==> src/rtl/oni16_pkg.sv <==
// -----------------------------------------------------------------------------
// oni16_pkg
// Shared definitions for the Oni16 stack controller:
//   - state_e        : controller FSM states (IDLE, WRITE, READ, RESP)
//   - ERR_UNDERFLOW  : err_flags bit set by a POP on an empty stack
//   - ERR_OVERFLOW   : err_flags bit set by a PUSH on a full stack
//   - DEF_STACK_TOP / DEF_STACK_BOTTOM : default stack byte-address bounds
//   - DATA_W / ADDR_W : data-memory port widths
// -----------------------------------------------------------------------------
package oni16_pkg;

    localparam int DATA_W = 8;
    localparam int ADDR_W = 16;

    localparam int ERR_UNDERFLOW = 0;
    localparam int ERR_OVERFLOW  = 1;

    localparam logic [ADDR_W-1:0] DEF_STACK_TOP    = 16'h9FFF;
    localparam logic [ADDR_W-1:0] DEF_STACK_BOTTOM = 16'h9000;

    typedef enum logic [1:0] {
        IDLE  = 2'd0,
        WRITE = 2'd1,
        READ  = 2'd2,
        RESP  = 2'd3
    } state_e;

endpackage

==> src/rtl/oni16_stack_ctrl_if.sv <==
// -----------------------------------------------------------------------------
// oni16_stack_ctrl_if
// Bundles the command, response, data-memory and status signals of the stack
// controller.
//   slave  : the controller (accepts commands, drives memory requests/status)
//   master : its environment (execute stage, memory port, error clear)
// Signal groups:
//   cmd_valid/cmd_ready/cmd_push/cmd_data   : command handshake
//   rsp_valid/rsp_data/rsp_err              : one-cycle completion response
//   mem_req/mem_we/mem_addr/mem_wdata/
//   mem_rdata/mem_ack                       : req/ack byte memory port
//   sp/empty/full/err_flags/err_clr         : stack status and sticky errors
// -----------------------------------------------------------------------------
interface oni16_stack_ctrl_if;
    import oni16_pkg::*;

    logic              cmd_valid;
    logic              cmd_ready;
    logic              cmd_push;
    logic [DATA_W-1:0] cmd_data;

    logic              rsp_valid;
    logic [DATA_W-1:0] rsp_data;
    logic              rsp_err;

    logic              mem_req;
    logic              mem_we;
    logic [ADDR_W-1:0] mem_addr;
    logic [DATA_W-1:0] mem_wdata;
    logic [DATA_W-1:0] mem_rdata;
    logic              mem_ack;

    logic [ADDR_W-1:0] sp;
    logic              empty;
    logic              full;
    logic [1:0]        err_flags;
    logic              err_clr;

    modport slave (
        input  cmd_valid, cmd_push, cmd_data, mem_rdata, mem_ack, err_clr,
        output cmd_ready, rsp_valid, rsp_data, rsp_err,
               mem_req, mem_we, mem_addr, mem_wdata,
               sp, empty, full, err_flags
    );

    modport master (
        output cmd_valid, cmd_push, cmd_data, mem_rdata, mem_ack, err_clr,
        input  cmd_ready, rsp_valid, rsp_data, rsp_err,
               mem_req, mem_we, mem_addr, mem_wdata,
               sp, empty, full, err_flags
    );

endinterface

==> src/rtl/oni16_stack_ctrl.sv <==
// -----------------------------------------------------------------------------
// oni16_stack_ctrl
// Stack controller for the Oni16 core. Turns PUSH/POP commands from the
// execute stage into single-byte transactions on the shared req/ack data-memory
// port, owns the full-descending stack pointer, bounds-checks every command
// before touching memory and keeps sticky underflow/overflow flags.
// Ports:
//   clk   : system clock, all state on the rising edge
//   reset : asynchronous, active-low reset
//   bus   : oni16_stack_ctrl_if.slave (command, response, memory, status)
// Parameters:
//   STACK_TOP    : highest stack byte address (empty sp is STACK_TOP+1)
//   STACK_BOTTOM : lowest stack byte address (sp here means full)
// -----------------------------------------------------------------------------
module oni16_stack_ctrl
    import oni16_pkg::*;
#(
    parameter logic [ADDR_W-1:0] STACK_TOP    = DEF_STACK_TOP,
    parameter logic [ADDR_W-1:0] STACK_BOTTOM = DEF_STACK_BOTTOM
) (
    input  logic              clk,
    input  logic              reset,
    oni16_stack_ctrl_if.slave bus
);

    localparam logic [ADDR_W-1:0] SP_EMPTY = STACK_TOP + 16'd1;

    state_e            state_q,     state_d;
    logic [ADDR_W-1:0] sp_q,        sp_d;
    logic [1:0]        err_q,       err_d;
    logic              cmd_ready_q, cmd_ready_d;
    logic              rsp_valid_q, rsp_valid_d;
    logic [DATA_W-1:0] rsp_data_q,  rsp_data_d;
    logic              rsp_err_q,   rsp_err_d;
    logic              mem_req_q,   mem_req_d;
    logic              mem_we_q,    mem_we_d;
    logic [ADDR_W-1:0] mem_addr_q,  mem_addr_d;
    logic [DATA_W-1:0] mem_wdata_q, mem_wdata_d;

    logic is_empty;
    logic is_full;
    logic cmd_accept;

    assign is_empty   = (sp_q == SP_EMPTY);
    assign is_full    = (sp_q == STACK_BOTTOM);
    assign cmd_accept = cmd_ready_q && bus.cmd_valid;

    always_comb begin
        state_d     = state_q;
        sp_d        = sp_q;
        // Clear drops every flag; a new error below re-sets its own bit, so
        // the set wins for that bit only.
        err_d       = bus.err_clr ? 2'b00 : err_q;
        rsp_data_d  = '0;
        rsp_err_d   = 1'b0;
        // Address and write byte hold their values while a request waits.
        mem_addr_d  = mem_addr_q;
        mem_wdata_d = mem_wdata_q;

        case (state_q)
            IDLE: begin
                if (cmd_accept) begin
                    if (bus.cmd_push) begin
                        if (is_full) begin
                            err_d[ERR_OVERFLOW] = 1'b1;
                            rsp_err_d           = 1'b1;
                            state_d             = RESP;
                        end else begin
                            mem_addr_d  = sp_q - 16'd1;
                            mem_wdata_d = bus.cmd_data;
                            state_d     = WRITE;
                        end
                    end else begin
                        if (is_empty) begin
                            err_d[ERR_UNDERFLOW] = 1'b1;
                            rsp_err_d            = 1'b1;
                            state_d              = RESP;
                        end else begin
                            mem_addr_d = sp_q;
                            state_d    = READ;
                        end
                    end
                end
            end
            WRITE: begin
                if (bus.mem_ack) begin
                    sp_d    = sp_q - 16'd1;
                    state_d = RESP;
                end
            end
            READ: begin
                if (bus.mem_ack) begin
                    rsp_data_d = bus.mem_rdata;
                    sp_d       = sp_q + 16'd1;
                    state_d    = RESP;
                end
            end
            RESP: begin
                state_d = IDLE;
            end
            default: begin
                state_d = IDLE;
            end
        endcase

        // Memory-port outputs are registered from the next state so they are
        // glitch-free and idle at zero outside a transaction.
        if (state_d != WRITE && state_d != READ) begin
            mem_addr_d = '0;
        end
        if (state_d != WRITE) begin
            mem_wdata_d = '0;
        end
        mem_req_d   = (state_d == WRITE) || (state_d == READ);
        mem_we_d    = (state_d == WRITE);
        rsp_valid_d = (state_d == RESP);
        cmd_ready_d = (state_d == IDLE);
    end

    // Every register is cleared asynchronously so an in-flight memory request
    // is withdrawn the moment reset asserts.
    always_ff @(posedge clk or negedge reset) begin
        if (!reset) begin
            state_q     <= IDLE;
            sp_q        <= SP_EMPTY;
            err_q       <= 2'b00;
            cmd_ready_q <= 1'b0;
            rsp_valid_q <= 1'b0;
            rsp_data_q  <= '0;
            rsp_err_q   <= 1'b0;
            mem_req_q   <= 1'b0;
            mem_we_q    <= 1'b0;
            mem_addr_q  <= '0;
            mem_wdata_q <= '0;
        end else begin
            state_q     <= state_d;
            sp_q        <= sp_d;
            err_q       <= err_d;
            cmd_ready_q <= cmd_ready_d;
            rsp_valid_q <= rsp_valid_d;
            rsp_data_q  <= rsp_data_d;
            rsp_err_q   <= rsp_err_d;
            mem_req_q   <= mem_req_d;
            mem_we_q    <= mem_we_d;
            mem_addr_q  <= mem_addr_d;
            mem_wdata_q <= mem_wdata_d;
        end
    end

    assign bus.cmd_ready = cmd_ready_q;
    assign bus.rsp_valid = rsp_valid_q;
    assign bus.rsp_data  = rsp_data_q;
    assign bus.rsp_err   = rsp_err_q;
    assign bus.mem_req   = mem_req_q;
    assign bus.mem_we    = mem_we_q;
    assign bus.mem_addr  = mem_addr_q;
    assign bus.mem_wdata = mem_wdata_q;
    assign bus.sp        = sp_q;
    assign bus.empty     = is_empty;
    assign bus.full      = is_full;
    assign bus.err_flags = err_q;

endmodule

==> src/flat_wrapper.sv <==
// flat-port wrapper written by rule: the top's interface ports become plain ports
module oni16_stack_ctrl_flat import oni16_pkg::*;
#(
    parameter logic [ADDR_W-1:0] STACK_TOP    = DEF_STACK_TOP,
    parameter logic [ADDR_W-1:0] STACK_BOTTOM = DEF_STACK_BOTTOM
)
  (clk, reset, bus_cmd_valid, bus_cmd_push, bus_cmd_data, bus_mem_rdata, bus_mem_ack, bus_err_clr, bus_cmd_ready, bus_rsp_valid, bus_rsp_data, bus_rsp_err, bus_mem_req, bus_mem_we, bus_mem_addr, bus_mem_wdata, bus_sp, bus_empty, bus_full, bus_err_flags);
  oni16_stack_ctrl_if bus_i ();
  input  logic clk;
  input  logic reset;
  input wire logic [$bits(bus_i.cmd_valid)-1:0] bus_cmd_valid;
  input wire logic [$bits(bus_i.cmd_push)-1:0] bus_cmd_push;
  input wire logic [$bits(bus_i.cmd_data)-1:0] bus_cmd_data;
  input wire logic [$bits(bus_i.mem_rdata)-1:0] bus_mem_rdata;
  input wire logic [$bits(bus_i.mem_ack)-1:0] bus_mem_ack;
  input wire logic [$bits(bus_i.err_clr)-1:0] bus_err_clr;
  output wire logic [$bits(bus_i.cmd_ready)-1:0] bus_cmd_ready;
  output wire logic [$bits(bus_i.rsp_valid)-1:0] bus_rsp_valid;
  output wire logic [$bits(bus_i.rsp_data)-1:0] bus_rsp_data;
  output wire logic [$bits(bus_i.rsp_err)-1:0] bus_rsp_err;
  output wire logic [$bits(bus_i.mem_req)-1:0] bus_mem_req;
  output wire logic [$bits(bus_i.mem_we)-1:0] bus_mem_we;
  output wire logic [$bits(bus_i.mem_addr)-1:0] bus_mem_addr;
  output wire logic [$bits(bus_i.mem_wdata)-1:0] bus_mem_wdata;
  output wire logic [$bits(bus_i.sp)-1:0] bus_sp;
  output wire logic [$bits(bus_i.empty)-1:0] bus_empty;
  output wire logic [$bits(bus_i.full)-1:0] bus_full;
  output wire logic [$bits(bus_i.err_flags)-1:0] bus_err_flags;
  assign bus_i.cmd_valid = bus_cmd_valid;
  assign bus_i.cmd_push = bus_cmd_push;
  assign bus_i.cmd_data = bus_cmd_data;
  assign bus_i.mem_rdata = bus_mem_rdata;
  assign bus_i.mem_ack = bus_mem_ack;
  assign bus_i.err_clr = bus_err_clr;
  assign bus_cmd_ready = bus_i.cmd_ready;
  assign bus_rsp_valid = bus_i.rsp_valid;
  assign bus_rsp_data = bus_i.rsp_data;
  assign bus_rsp_err = bus_i.rsp_err;
  assign bus_mem_req = bus_i.mem_req;
  assign bus_mem_we = bus_i.mem_we;
  assign bus_mem_addr = bus_i.mem_addr;
  assign bus_mem_wdata = bus_i.mem_wdata;
  assign bus_sp = bus_i.sp;
  assign bus_empty = bus_i.empty;
  assign bus_full = bus_i.full;
  assign bus_err_flags = bus_i.err_flags;
  oni16_stack_ctrl #(.STACK_TOP(STACK_TOP), .STACK_BOTTOM(STACK_BOTTOM)) u_core (.clk(clk), .reset(reset), .bus(bus_i));
endmodule
==> config.mk <==
export PLATFORM = sky130hd
export DESIGN_NAME = oni16_stack_ctrl_flat
export DESIGN_NICKNAME = d
export VERILOG_FILES = /design/src/rtl/oni16_pkg.sv /design/src/rtl/oni16_stack_ctrl_if.sv /design/src/rtl/oni16_stack_ctrl.sv /design/src/flat_wrapper.sv
export SDC_FILE = /design/constraint.sdc
export NUM_CORES = 1
export LEC_CHECK = 0
export BUFFER_PORTS_ARGS = -buffer_cell sky130_fd_sc_hd__buf_2
export CAP_MARGIN = 15
export CORE_AREA = 2 2 98 100
export CTS_CLUSTER_SIZE = 12
export DETAILED_ROUTE_END_ITERATION = 10
export DIE_AREA = 0 0 100 102
export MAX_ROUTING_LAYER = met4
export SLEW_MARGIN = 15
export SYNTH_ARGS = -nofsm -noshare
export SYNTH_HDL_FRONTEND = slang
export SYNTH_SLANG_ARGS = --single-unit
==> constraint.sdc <==
create_clock -name clk -period 6.4 [get_ports clk]
set_input_delay 0.96 -clock clk [delete_from_list [all_inputs] [get_ports clk]]
set_output_delay 0.96 -clock clk [all_outputs]
set_load 0.05 [all_outputs]
### Word-level counts from Yosys, hierarchy flattened

Index checks and enable logic that the tools add are counted.

* add/sub/neg operators: 2
* multipliers: 0
* divide/modulo/power cells: 0
* $lt $le $gt $ge: 0
* eq/ne operators: 15
* shift operators: 0
* mux-type cells: 34
* bitwise logic cells: 0
* reductions and logical operators: 15

Operator list (count)
* 16-bit two-way mux: 8
* 8-bit two-way mux: 7
* 16-bit equality test, second input constant: 2
* 16-bit case mux with 2 select lines: 1
* 16-bit by 1-bit adder with 16-bit output, second input constant: 1
* 16-bit by 1-bit subtractor with 16-bit output, second input constant: 1
* 2-bit two-way mux: 7
* 2-bit nonzero test: 6
* 1-bit two-way mux: 10
* 2-bit equality test, second input constant: 4
* 4-bit AND reduction: 2
* 2-bit inequality test, second input constant: 3
* 3-bit by 2-bit inequality test with 1-bit output, second input constant: 2
* 2-bit case mux with 3 select lines: 1
* 2-bit by 1-bit equality test with 1-bit output, second input constant: 2
* 2-bit logical NOT: 2
* 2-bit by 1-bit inequality test with 1-bit output, second input constant: 2
* 3-bit AND reduction: 1
* 1-bit logical AND: 2
* 2-bit OR reduction: 1
* 1-bit logical OR: 1

* register bits: 57
* bits in latches: 0
* bits in writable memories: 0
* memory bits (read-only): 0
* input port bits: 22
* output and inout port bits: 57
* logic and storage cells: 77
* memories kept: 0

### Logic depth before layout (Yosys ltp)

Gate-level depths: netlist (run 1).

* word-level depth: 9
* depth in mapped cells: 13
* depth with buffers taken out: 11

### Worst setup path before layout (run 1)

OpenSTA, ideal clock, no wires.

* path kind: register -> register
* from: register u_core.sp_q[6], in the netlist u_core.bus.sp[6]
* to: register u_core.mem_wdata_q[0], in the netlist u_core.bus.mem_wdata[0]
* setup time: 0.138 ns
* arrival time: 3.398 ns
* required time: 6.262 ns
* slack: 2.865 ns
* cell stages (with the launch flop): 13
* path buffers: 3
* period minus slack after synthesis: 3.535 ns
* cell sequence: dfrtp_1 > buf_4 > nor4_4 > and4_4 > nor3b_4 > nor3_1 > o22ai_1 > ha_1 > nor2b_1 > buf_1 > nand2b_1 > buf_6 > o221ai_2

* longest elaborated chain between the ends: 8
* elaborated cells between the ends (all ways): 14
* classes of those cells: 4 x eq/ne; 6 x mux; 4 x reduce/logical

Ends and longest elaborated chain
* start: declaration: RTL line oni16_stack_ctrl.sv:29 `logic [ADDR_W-1:0] sp_q, sp_d;`
* start signal: assignment: RTL line oni16_stack_ctrl.sv:137 `sp_q <= sp_d;`
* 16-bit equality test (*): RTL line oni16_stack_ctrl.sv:44 `assign is_empty = (sp_q == SP_EMPTY);`
* via bus_empty: RTL line flat_wrapper.sv:26 `output wire logic [$bits(bus_i.empty)-1:0] bus_empty;`
* 1-bit two-way mux (*): RTL line oni16_stack_ctrl.sv:74 `if (is_empty) begin`
* 2-bit two-way mux (*): RTL line oni16_stack_ctrl.sv:63 `if (bus.cmd_push) begin`
* 2-bit two-way mux (*): RTL line oni16_stack_ctrl.sv:62 `if (cmd_accept) begin`
* 2-bit case mux with 3 select lines (*): RTL line oni16_stack_ctrl.sv:60 `case (state_q)`
* via u_core.state_d[0]: RTL line oni16_stack_ctrl.sv:28 `state_e state_q, state_d;`
* 2-bit by 1-bit inequality test with 1-bit output (*): RTL line oni16_stack_ctrl.sv:111 `if (state_d != WRITE) begin`
* 2-bit by 1-bit inequality test with 1-bit output (no line) / 2-bit nonzero test (equally long branches)
* 4-bit AND reduction (no line)
* end signal: assignment: RTL line oni16_stack_ctrl.sv:146 `mem_wdata_q <= mem_wdata_d;`
* end: declaration: RTL line oni16_stack_ctrl.sv:38 `logic [DATA_W-1:0] mem_wdata_q, mem_wdata_d;`

The timed path passes the listed nets; every way through them passes the cells marked *.
A chain may end at the register's enable or synchronous reset.

### Worst setup path in the final report (run 1)

* from: register u_core.sp_q[6], in the netlist u_core.bus.sp[6]
* to: register u_core.mem_wdata_q[3], in the netlist u_core.bus.mem_wdata[3]

* longest elaborated chain between the ends: 8
* elaborated cells between the ends (all ways): 14
* classes of those cells: 4 x eq/ne; 6 x mux; 4 x reduce/logical

Ends and longest elaborated chain (RTL line)
* 16-bit equality test (*): oni16_stack_ctrl.sv:44
* 1-bit two-way mux (*): oni16_stack_ctrl.sv:74
* 2-bit two-way mux (*): oni16_stack_ctrl.sv:63
* 2-bit two-way mux (*): oni16_stack_ctrl.sv:62
* 2-bit case mux with 3 select lines (*): oni16_stack_ctrl.sv:60
* via u_core.state_d[0]: oni16_stack_ctrl.sv:28
* 2-bit by 1-bit inequality test with 1-bit output (*): oni16_stack_ctrl.sv:111
* 2-bit by 1-bit inequality test with 1-bit output (no line) / 2-bit nonzero test (equally long branches)
* 4-bit AND reduction (no line)

Marked as above.

==> summary by stage, run 1 <==
Pwr
Per report_power, the clock group accounts for 15.0% of the total. Internal power comes to 0.9417 mW. For this design the total switching power over the nets is 1.143 mW. The static leakage is 1.733 nW. The total power is 2.085 mW. Of the total power, combinational logic draws 53.9%. Sequential cells account for 31.1% of the total power. In this run switching power makes up 54.83% of total power. The power density relative to cell area is 557.3 nW/µm². The worst-case IR drop observed on VDD is 164.5 µV.

Timing
The final critical-path required period is 3480 ps. Final hold analysis gives a worst-case slack of 505.4 ps. At the pin with the least slew margin, the transition time is 712.5 ps. The worst pin sits at a relative slew slack of 52.18%. The count of final max-slew check failures was 0.

Setup repair after global routing left no endpoint under its margin. The peak clock frequency supported by timing is 287.4 MHz. The final worst clock skew is 11.89 ps.

The number of endpoints with negative hold slack in the final report is 0. Adding up every negative setup slack in the final design gives 0 ps. The share of the clock period used by the worst path is 54.37%. Setup violations remaining at the end of the flow were counted as 0.

Final layout
Fill cells in the final layout number 917. The repair_antennas step left the layout with diodes totalling 0. The fraction of final layout cells sized beyond drive strength 1 is 30.10%. The final core utilization is 41.07%.

Summing all multi-input logic gate instances after layout gives 1553 µm². The post-layout net count is 418. The sequential cell area is 1429 µm². From synthesis to final layout, the design area changed by 19.27%.

Critical path
The flop-to-flop setup slack is 2920 ps. The critical path's largest stage delay is 500 ps. The largest driver fanout on the critical path is 9. For the worst setup path, the data arrival time is 3680 ps.

The cell with the biggest individual delay on the critical path is dfrtp_1. The critical path goes through nor4_4 > and4_4 > nor3b_4 > nor3_1 > o22ai_1 > ha_1 > nor2b_1 > nand2b_1 > o221ai_2. STA classifies the critical path endpoint as a flop.

The category of the most critical setup path is flop to flop. The endpoint required time on the critical path is 6600 ps. STA classifies the critical path startpoint as a flop. The logic depth of the worst register-to-register path is 9.

Yosys
The total nets after synthesis is 352. After synthesis the netlist holds a flip-flop and latch count of 57. After synthesis the cells add up to 3137 µm².

The number of synthesized flops with an enable pin is 0. Of the synthesized area, sequential elements account for 45.55%. The share of flip-flops with an asynchronous set or reset after synthesis is 100.0%.

The synthesized design spends more area on one cell type than any other, namely dfrtp_1. The post-synthesis instance total is 321. Yosys attributes the largest share of cell area to dfrtp_1, xnor2_1, nand2_1, o221ai_2, ha_1. After synthesis, the largest area contributor takes up 43.88% of total cell area. For this run, the leading register cell type out of synthesis is dfrtp_1. In the post-synthesis netlist, the cell with the most instances is dfrtp_1.

The per-instance average area after synthesis is 9.772 µm². The synthesized netlist contains 56 unique library cells. After synthesis, the most frequently instantiated cells are dfrtp_1, nand2_1, nor2_1, xnor2_1, and3_1. For this run, the number of Yosys warnings is 0.

Floorplanning
The total area inside the core boundary comes to 9109 µm². The die is 102 µm tall. In this run the core area contains 35 standard-cell rows. The die boundary width is 100 µm. For this configuration, the core starts out at a cell density of 34.44%. The die covers 10200 µm².

79 I/O pins were placed.

Drt
After the first detailed-routing iteration, the DRC count stood at 148. The routed wire length is 7754 µm. After detailed routing, the average wire length per cell comes to 15.42 µm. The number of vias per cell after detailed routing is 5.119. In the routed design, unresolved DRC markers number 0. Across all layers, the routed design uses 2575 vias. The detailed-router iteration count before antenna repair is 4. The antenna violation net count after detailed routing is 0.

Global routing
The number of global-route vias before repair is 2502. The leftover overflow at the end of global routing is 0. Entering global routing, the biggest net connects 58 pins. The initial antenna violation count is 0.

The first global-routing pass estimated 12700 µm of wire. The global router's overall resource usage is 16.45%.

Status
The flow ran to the end, and the final reports show no timing, DRC or antenna violations.

Clock network
The clock slew at the register clock pins of the worst setup and hold paths is 80 ps. The tree is rooted in a clkbuf_8. The H-tree depth reported by CTS is 3. The number of instances resized during post-cts repair is 0. TritonCTS built the clock tree. The number of clock buffers inserted by TritonCTS is 9. The post-CTS repair timing setup buffer count is 0.

The count of hold-fix buffers inserted at cts is 0. The CTS sink count is 57. The insertion delay of the later-clocked pin in the worst-skew pair is 340 ps. No sink is reached through more buffers than the 2 on the longest clock path.

Placement
The port buffer count is 78. The final RePlAce weighted congestion is 0.8336. Summed over all nets, the half-perimeter wirelength after detailed placement is 5502 µm.

Flow run
Max-cap violations in this run came to 0.

Hold path
The worst hold path stage count is 1. The type of the most critical hold path is flop to flop.
critical path: cells and delay by family, from the launching register on:
kind / cells / cell delay (ps)
AND/OR/NAND/NOR: 6 / 2140
AO/OA/AOI/OAI: 2 / 470
flip-flops: 1 / 500
adder cells (fa/ha/maj): 1 / 230
sequential cells by signal (all words and copies together) (netlist names), 2 cells and up:
signal                flops
u_core.bus.err_flags      2
u_core.state_q            2
u_core.bus.rsp_data       8
u_core.bus.mem_addr      16
u_core.bus.mem_wdata      8
u_core.bus.sp            16
path summary, 6_finish.rpt:
path,to,startpoint
setup / recovery,u_core.bus.mem_wdata[3]$_DFFE_PN0P_,u_core.bus.sp[6]$_DFFE_PN0P_
hold / removal,u_core.bus.err_flags[1]$_DFF_PN0_,u_core.bus.err_flags[1]$_DFF_PN0_
setup reg to reg,u_core.bus.mem_wdata[3]$_DFFE_PN0P_,u_core.bus.sp[6]$_DFFE_PN0P_
hold reg to reg,u_core.bus.err_flags[1]$_DFF_PN0_,u_core.bus.err_flags[1]$_DFF_PN0_
max in group asynchronous,u_core.bus.rsp_data[7]$_DFF_PN0_,reset
min in group asynchronous,u_core.bus.mem_addr[4]$_DFFE_PN0P_,reset
cells in the final DEF, fill, tap and decap left out, drive strengths merged, types with 2 or more instances in the layout:
cell type  count
buf           80
dfrtp         55
nand2         42
nor2          30
xnor2         18
o21ai         14
and3          13
xor2          12
clkbuf        11
a211oi        11
inv            9
nand3          9
ha             9
nor3           8
o221ai         8
nand4          7
a21oi          7
nor4           6
nand2b         5
clkinv         3
nor3b          3
nor2b          2
a32o           2
or3            2
a32oi          2
clkinvlp       2
dfstp          2
and4           2
a31oi          2
stage by stage:
step	area, µm²	std cells	setup slack, ps
3_3_place_gp	3560	487	3093
6_report	3741	503	2920
4_1_cts	3741	503	2905
3_5_place_dp	3560	487	2918
5_1_grt	3741	503	2668
2_1_floorplan	3137	321	2865
metal layers:
| metal | GRT usage, % | vias to the layer above | wire (µm) |
|---|---|---|---|
| met5 | - | - | 0 |
| met2 | 23.13 | 80 | 3405 |
| met3 | 4.104 | 9 | 460 |
| met1 | 23.16 | 1227 | 3780 |
| li1 | - | 1259 | - |
| met4 | 5.479 | 0 | 108 |
area by class of cell:
cell class              instances  area share, %
well taps                     111          3.712
inverters                       9         0.9030
clock inverters                 5         0.8027
clock buffers                  11          4.047
flip-flops and latches         57          38.19
repair buffers                 80          10.84
multi-input cells             230          41.51
power by group through the flow:
stage | Clock, mW | Combinational (mW) | Sequential, mW
after floorplan | 0 | 0.582 | 0.945
after global placement | 0 | 1.12 | 0.647
after detailed placement | 0 | 1.13 | 0.654
after CTS | 0.319 | 1.13 | 0.648
after global routing | 0.337 | 1.22 | 0.673
final | 0.313 | 1.12 | 0.648
cells by family (layout without fill, tap and decap cells):
kind of cell / Yosys count / after routing / share of synthesized area [%]
flip-flops: 57 / 57 / 45.55
AO/OA/AOI/OAI: 54 / 54 / 14.24
multiplexers: 1 / 1 / 0.3191
XOR/XNOR: 30 / 30 / 8.376
AND/OR/NAND/NOR: 136 / 136 / 22.86
adder cells (fa/ha/maj): 9 / 9 / 3.590
buffers and inverters: 34 / 105 / 5.066
(Power assumes the default switching activity.)
==> run 2, diff against run 1 <==
Settings changed: ABC_AREA set to 1, CORE_AREA 2 2 98 100 to 2 2 103 105, DIE_AREA 0 0 100 102 to 0 0 105 107.
Clock period 6.4 ns to 3.1 ns, I/O delays scaled along.
==> run 2 against run 1 <==
Against the previous run:
- flip-flop and latch count unchanged
- final cell count up 38%
- via count is 34% higher
- sequential power rose by 90%
- global-route usage grew 2.5 points
- total power rose to 2.7 times the previous value
- combinational power increased to 3.0 times the previous value
- area after synthesis grew 11%
- non-clock buffer count grew 8
- critical path depth up 6
- clock-buffer cell count fell by 1
- largest power group unchanged
==> summary by stage, run 2 <==
Global routing
The leftover overflow at the end of global routing is 0 (unchanged). The first-pass GRT wire length is 16180 µm (+27%). The global router's overall resource usage came to 18.90% (+2.5 points). The number of global-route vias before repair is 3328 (+33%). The maximum number of pins on one net before global-route repair is 41 (-29%). The initial antenna violation count is 0 (unchanged).

Clock network
CTS placed an instance of clkbuf_8 at the clock tree root. The clock slew at the register clock pins of the worst setup and hold paths came to 80 ps (about the same). The number of clock buffers inserted by TritonCTS is 9 (unchanged). The insertion delay of the later-clocked pin in the worst-skew pair is 350 ps (about the same).

The H-tree depth reported by CTS was 3 (unchanged). The number of buffers on the longest clock path is 2 (unchanged). The CTS sink count is 57 (unchanged). TritonCTS built the clock tree.

Drt
The antenna violation net count after detailed routing is 0 (unchanged). The average wire per standard cell is 14.70 µm (-4.6%). The routed wire length is 10220 µm (+32%). The DRC violation count after routing was 0 (unchanged). The total number of vias is 3454 (+34%). The violation count after the first detailed-routing iteration is 249 (+68%).

The detailed-router iteration count before antenna repair is 5 (+1). The number of vias per cell after detailed routing is 4.970 (-2.9%).

Timing
The worst setup margin came to 249.2 ps (-2671 ps). The worst-margin pin slew is 691.2 ps (-21.25 ps). The smallest hold slack is 65.57 ps (-439.8 ps). The share of the clock period used by the worst path came to 91.96% (+38 points). The worst relative slew slack is 53.43% (+1.2 points).

The final worst clock skew is 11.92 ps (+0.03080 ps). The final critical-path required period is 2851 ps (-629.0 ps). The count of final max-slew check failures was 0 (unchanged). The number of endpoints with negative hold slack in the final report was 0 (unchanged). The peak clock frequency supported by timing is 350.8 MHz (+22%). The setup violation total in the final timing report is 0 (unchanged).

Yosys
After synthesis, the cell types taking the most area are dfrtp_1, nand2_1, nand3_1, nor2_1, inv_1. Ranked by instance count, the synthesized netlist is headed by nand2_1, dfrtp_1, nor2_1, nand3_1, inv_1. The area fraction in and, or, nand and nor cells after synthesis is 35.34% (+12 points). The register area share after synthesis is 40.89% (-4.7 points). The post-synthesis instance total is 473 (+47%). The post-synthesis instance area is 3495 µm² (+11%). The share of synthesized cell area in full adder, half adder and majority cells came to 3.222% (-0.37 points). The number of synthesized register bits came to 57 (unchanged). The most instantiated library cell after synthesis is nand2_1. The share of flip-flops with an asynchronous set or reset after synthesis is 100.0% (unchanged). By area, the combinational part of the netlist is dominated by simple AND/OR/NAND/NOR gates. The number of unique standard cell types used by synthesis is 39 (-30%). The total nets after synthesis came to 504 (+43%).

The fraction of synthesized cell area in xor and xnor cells was 2.506% (-5.9 points). The area share of the largest cell type after synthesis is 39.38% (-4.5 points). The number of synthesized flops with an enable pin is 0 (unchanged). The per-instance average area after synthesis is 7.388 µm² (-24%). The share of synthesized area spent on multiplexers is 0% (-0.32 points). The synthesis warning total came to 0 (unchanged). The top cell type by total area after synthesis is dfrtp_1. The compound-cell area share of the yosys netlist came to 9.416% (-4.8 points). For this run, the leading register cell type out of synthesis is dfrtp_1.

Critical path
The cell with the biggest individual delay on the critical path is dfrtp_2. The category of the most critical setup path is flop to flop. The endpoint class of the critical path is a flop.

The endpoint required time on the critical path was 3380 ps (-3220 ps). Walking the worst path, the cells encountered are inv_1 > ha_2 > nand3_4 > nor2_8 > nand2_2 > nand3_2 > nand2_1 > o21ai_0 > inv_1 > ha_4 > o21ai_0 > inv_1 > nor2_2 > nand2_1 > nand2_1. The family with the most delay on the worst path is simple AND/OR/NAND/NOR gates.

The largest driver fanout on the critical path came to 8 (-1). The critical path startpoint category is a flop. The critical path's largest stage delay is 450 ps (-50 ps). The data arrival time of the critical path came to 3130 ps (-550 ps).

The critical path buffer and inverter count came to 3 (+3).

Pwr
The worst-case vdd ir drop came to 488.4 µV (+200%). The static leakage is 2.311 nW (+33%). The power density relative to cell area is 1286 nW/µm² (+130%).

Floorplanning
The initial core utilization is 34.63% (+0.19 points). The vertical die dimension was 107 µm (+4.9%). The total die area is 11240 µm² (+10%). The I/O pin count is 79 (unchanged). The die boundary width came to 105 µm (+5.0%). The number of placement rows was 37 (+5.7%). The placeable core area is 10090 µm² (+11%).

Final layout
The number of fill cells is 1066 (+16%). The number of antenna repair diodes is 0 (unchanged). The post-layout net count is 585 (+40%). The library cell used most frequently in the layout, excluding fill and tap cells, is nand2_1. In the layout the commonest cells are nand2_1, buf_2, dfrtp_1.

The fraction of final layout cells sized beyond drive strength 1 was 25.40% (-4.7 points). The area growth from synthesis to layout is 23.74%.

Status
The run finished with clean final reports.

Placement
The placed wire-length estimate came to 7436 µm (+35%). The port buffer count is 78 (unchanged). The final RePlAce weighted congestion came to 0.9396 (+13%). The setup slack at placement came to 174.6 ps (-2743 ps).

Hold path
The path class of the tightest hold or removal check is input port to async pin.

Flow run
The number of max-cap violations came to 0 (unchanged).
run 2: cell count changes after synthesis, moves of 6 or more:
cell      previous run  this run
and3_1              13         0
nand2_1             41       153
nor2_1              30        50
xnor2_1             18         0
clkbuf_1            10         3
inv_1                9        39
o221ai_2             8         0
nand3_1              9        45
o21ai_0             11        26
nand2_2              1         7
nor3_1               8         2
a211oi_1            10         2
run 2: path summary, 6_finish.rpt:
kind,start,end,slack [ps],depth (start not counted)
worst min register to register,u_core.bus.mem_addr[6]$_DFFE_PN0P_,u_core.bus.mem_addr[6]$_DFFE_PN0P_,480,2
worst max register to register,u_core.bus.sp[1]$_DFFE_PN0P_,u_core.bus.mem_addr[2]$_DFFE_PN0P_,250,15
min in group clk,bus_mem_rdata[2],u_core.bus.rsp_data[2]$_DFF_PN0_,320,3
worst min-delay path,reset,u_core.bus.sp[11]$_DFFE_PN0P_,70,1
worst max-delay path,u_core.bus.sp[1]$_DFFE_PN0P_,u_core.bus.mem_addr[2]$_DFFE_PN0P_,250,15
max in group asynchronous,reset,u_core.bus.sp[1]$_DFFE_PN0P_,2160,2
run 2: logic make-up after synthesis:
kind of cell | count (synthesis)
AOI/OAI and AO/OA | 58
and+or+nand+nor | 277
xor gates and xnor gates | 10
DFF | 57
buffers and inverters | 62
adders and majority gates | 9
run 2: repair_timing:
item / CTS / global route
resized for setup: 0 / 6
buffers inserted: 0 / 1
hold buffers: 0 / 0
endpoints found under the setup margin: 0 / 16
run 2: area by class of cell:
type                    count  area, µm²  area share (%)
multi-input cells         356       1821           42.10
flip-flops and latches     57       1431           33.10
repair buffers             88      465.4           10.76
well taps                 136      170.2           3.935
inverters                  42      161.4           3.733
clock buffers              10      137.6           3.183
clock inverters             6      137.6           3.183
run 2: metal layers:
layer / share of wire, % / track usage [%] / vias up
met4: 3.0 / 9.429 / 0
li1: - / - / 1682
met1: 44 / 22.51 / 1641
met2: 48 / 30.84 / 103
met3: 4.9 / 3.526 / 28
met5: 0 / - / -
run 2: per-stage QoR:
step	utilization, %	total power, mW	TNS (ps)	instance area (µm²)	instances
2_1_floorplan	-	3.793	0	3503	473
3_3_place_gp	39.54	4.367	0	3990	676
3_5_place_dp	39.54	4.421	0	3990	676
4_1_cts	42.26	5.410	0	4265	692
5_1_grt	42.85	5.967	-13.01	4324	695
6_report	42.85	5.559	0	4324	695
run 2: power by group:
part,leakage (nW),internal (mW),switching (mW)
clock,0.137,0.642,0.332
sequential,0.734,1.01,0.227
combinational,1.44,0.909,2.44
total,2.31,2.56,3.00
==> run 3, diff against run 2 <==
Settings changed: MAX_ROUTING_LAYER met4 to unset.
==> run 3 against run 2 <==
Against the previous run:
- critical endpoint unchanged
- first-iteration DRC count decreased by 4.4%
- wire length shrank 0.35%
- largest cell class unchanged
- clock-buffer cell count unchanged
- critical path type unchanged
- critical path depth did not move
==> summary by stage, run 3 (synthesis results as in run 2) <==
Status
The flow ran to the end, and the final reports show no timing, DRC or antenna violations.

Floorplanning
The total die area is 11240 µm² (unchanged). The I/O pin count is 79 (unchanged). The initial core utilization is 34.63% (unchanged).

The die boundary width is 105 µm (unchanged). The number of placement rows is 37 (unchanged). The vertical die dimension came to 107 µm (unchanged). The placeable core area came to 10090 µm² (unchanged).

Timing
The smallest hold slack is 68.16 ps (+2.595 ps). The final worst clock skew is 10.53 ps (-1.396 ps). The setup violation total in the final timing report is 0 (unchanged). The worst setup margin is 261.4 ps (+12.20 ps). The worst-margin pin slew is 692.1 ps (+0.8478 ps). The peak clock frequency supported by timing was 352.3 MHz (+0.43%). The count of final max-slew check failures is 0 (unchanged). The worst relative slew slack is 53.37% (-0.057 points). The share of the clock period used by the worst path is 91.57% (-0.39 points).

The final critical-path required period came to 2839 ps (-12.20 ps). The number of endpoints with negative hold slack in the final report is 0 (unchanged).

Drt
The average wire per standard cell is 14.65 µm (-0.35%). The antenna violation net count after detailed routing is 0 (unchanged). The number of vias per cell after detailed routing is 4.948 (-0.43%).

The DRC violation count after routing came to 0 (unchanged). The detailed-router iteration count before antenna repair is 4 (-1). The violation count after the first detailed-routing iteration came to 238 (-4.4%).

The routed wire length is 10180 µm (-0.35%). The total number of vias is 3439 (-0.43%).

Final layout
Leaving out fill and tap cells, the most frequent cells in the layout are nand2_1, buf_2, dfrtp_1. The area growth from synthesis to layout is 23.74% (unchanged). Leaving out fill and tap cells, the most frequent cell in the layout is nand2_1. The fraction of final layout cells sized beyond drive strength 1 is 25.40% (unchanged). The post-layout net count was 585 (unchanged).

The number of antenna repair diodes is 0 (unchanged).

Flow run
The number of max-cap violations came to 0 (unchanged).

Clock network
In this run the clock root is driven by a clkbuf_8. The clock slew at the register clock pins of the worst setup and hold paths is 70 ps (about the same). The count of hold-fix buffers inserted at cts is 0 (unchanged).

The insertion delay of the later-clocked pin in the worst-skew pair is 350 ps (about the same). The H-tree depth reported by CTS is 3 (unchanged). TritonCTS built the clock tree. The number of clock buffers inserted by TritonCTS came to 9 (unchanged). The number of buffers on the longest clock path is 2 (unchanged).

The CTS sink count is 57 (unchanged).

Pwr
The static leakage came to 2.311 nW (unchanged). The total power is 5.551 mW (-0.15%). The worst-case vdd ir drop is 487.6 µV (-0.17%).

The power density relative to cell area is 1284 nW/µm² (-0.15%).

Placement
The setup slack at placement was 174.6 ps (unchanged). The placed wire-length estimate was 7436 µm (unchanged). The final RePlAce weighted congestion is 0.9233 (-1.7%). The port buffer count is 78 (unchanged).

Critical path
The endpoint class of the critical path is a flop. The category of the most critical setup path is flop to flop. The signal on the critical path passes through inv_1 > ha_2 > nand3_4 > nor2_8 > nand2_2 > nand3_2 > nand2_1 > o21ai_0 > inv_1 > ha_4 > o21ai_0 > inv_1 > nor2_2 > nand2_1 > nand2_1. The worst setup path is launched from a flop. The kind of cell with the highest combined delay along the critical path is simple AND/OR/NAND/NOR gates. The slowest stage of the critical path is the dfrtp_2 cell. The largest driver fanout on the critical path is 8 (unchanged).

The data arrival time of the critical path is 3120 ps (about the same). The critical path buffer and inverter count is 3 (unchanged). The critical path's largest stage delay is 450 ps (about the same). The endpoint required time on the critical path is 3380 ps (about the same).

Hold path
The tightest min-delay check is of the input port to async pin type.

Global routing
The initial antenna violation count is 0 (unchanged). The first-pass GRT wire length is 16200 µm (+0.13%). The global router's overall resource usage is 18.40% (-0.50 points).

The leftover overflow at the end of global routing is 0 (unchanged). The number of global-route vias before repair is 3323 (-0.15%). The maximum number of pins on one net before global-route repair is 41 (unchanged).
-- run 3: cell counts in the layout (fill, tap and decap cells not counted) --
Identical to the previous run, type by type.
-- run 3: layer usage --
layer	global-route usage [%]	vias up	wire length [µm]
met5	0	-	0
met4	9.429	0	265
met3	3.891	24	638
met2	30.84	110	5001
met1	22.32	1622	4274
li1	-	1683	-
-- run 3: where the power goes --
part / leakage [nW] / internal, mW / switching (mW)
registers: 0.734 / 1.01 / 0.228
clock network: 0.137 / 0.641 / 0.328
logic: 1.44 / 0.908 / 2.44
total: 2.31 / 2.56 / 3.00
-- run 3: repair_timing --
action                     in CTS  in global routing
setup buffers                   0                  1
gates resized for setup         0                  6
setup endpoints to repair       0                 16
-- run 3: area by class of cell --
type	count	area, µm²
multi-input combinational	356	1821
inverter	42	161.4
sequential	57	1431
tap	136	170.2
clock buffer	10	137.6
timing repair buffer	88	465.4
clock inverter	6	137.6
fill	1066	5768
-- run 3: worst paths after layout --
kind                                                     from                                  to  slack (ps)  cells past startpoint
max in group asynchronous                               reset    u_core.bus.rsp_data[0]$_DFF_PN0_        2150                      2
hold / removal                                          reset        u_core.bus.sp[4]$_DFFE_PN0P_          70                      1
min in group clk                             bus_mem_rdata[2]    u_core.bus.rsp_data[2]$_DFF_PN0_         320                      3
setup reg to reg                 u_core.bus.sp[1]$_DFFE_PN0P_  u_core.bus.mem_addr[2]$_DFFE_PN0P_         260                     15
setup / recovery                 u_core.bus.sp[1]$_DFFE_PN0P_  u_core.bus.mem_addr[2]$_DFFE_PN0P_         260                     15
hold reg to reg            u_core.bus.mem_addr[6]$_DFFE_PN0P_  u_core.bus.mem_addr[6]$_DFFE_PN0P_         480                      2
-- run 3: per-stage QoR --
stage / cell area, µm² / instances / TNS (ps) / utilization [%]
6_report: 4324 / 695 / 0 / 42.85
5_1_grt: 4324 / 695 / -13.01 / 42.85
4_1_cts: 4265 / 692 / 0 / 42.26
3_5_place_dp: 3990 / 676 / 0 / 39.54
3_3_place_gp: 3990 / 676 / 0 / 39.54
2_1_floorplan: 3503 / 473 / 0 / -
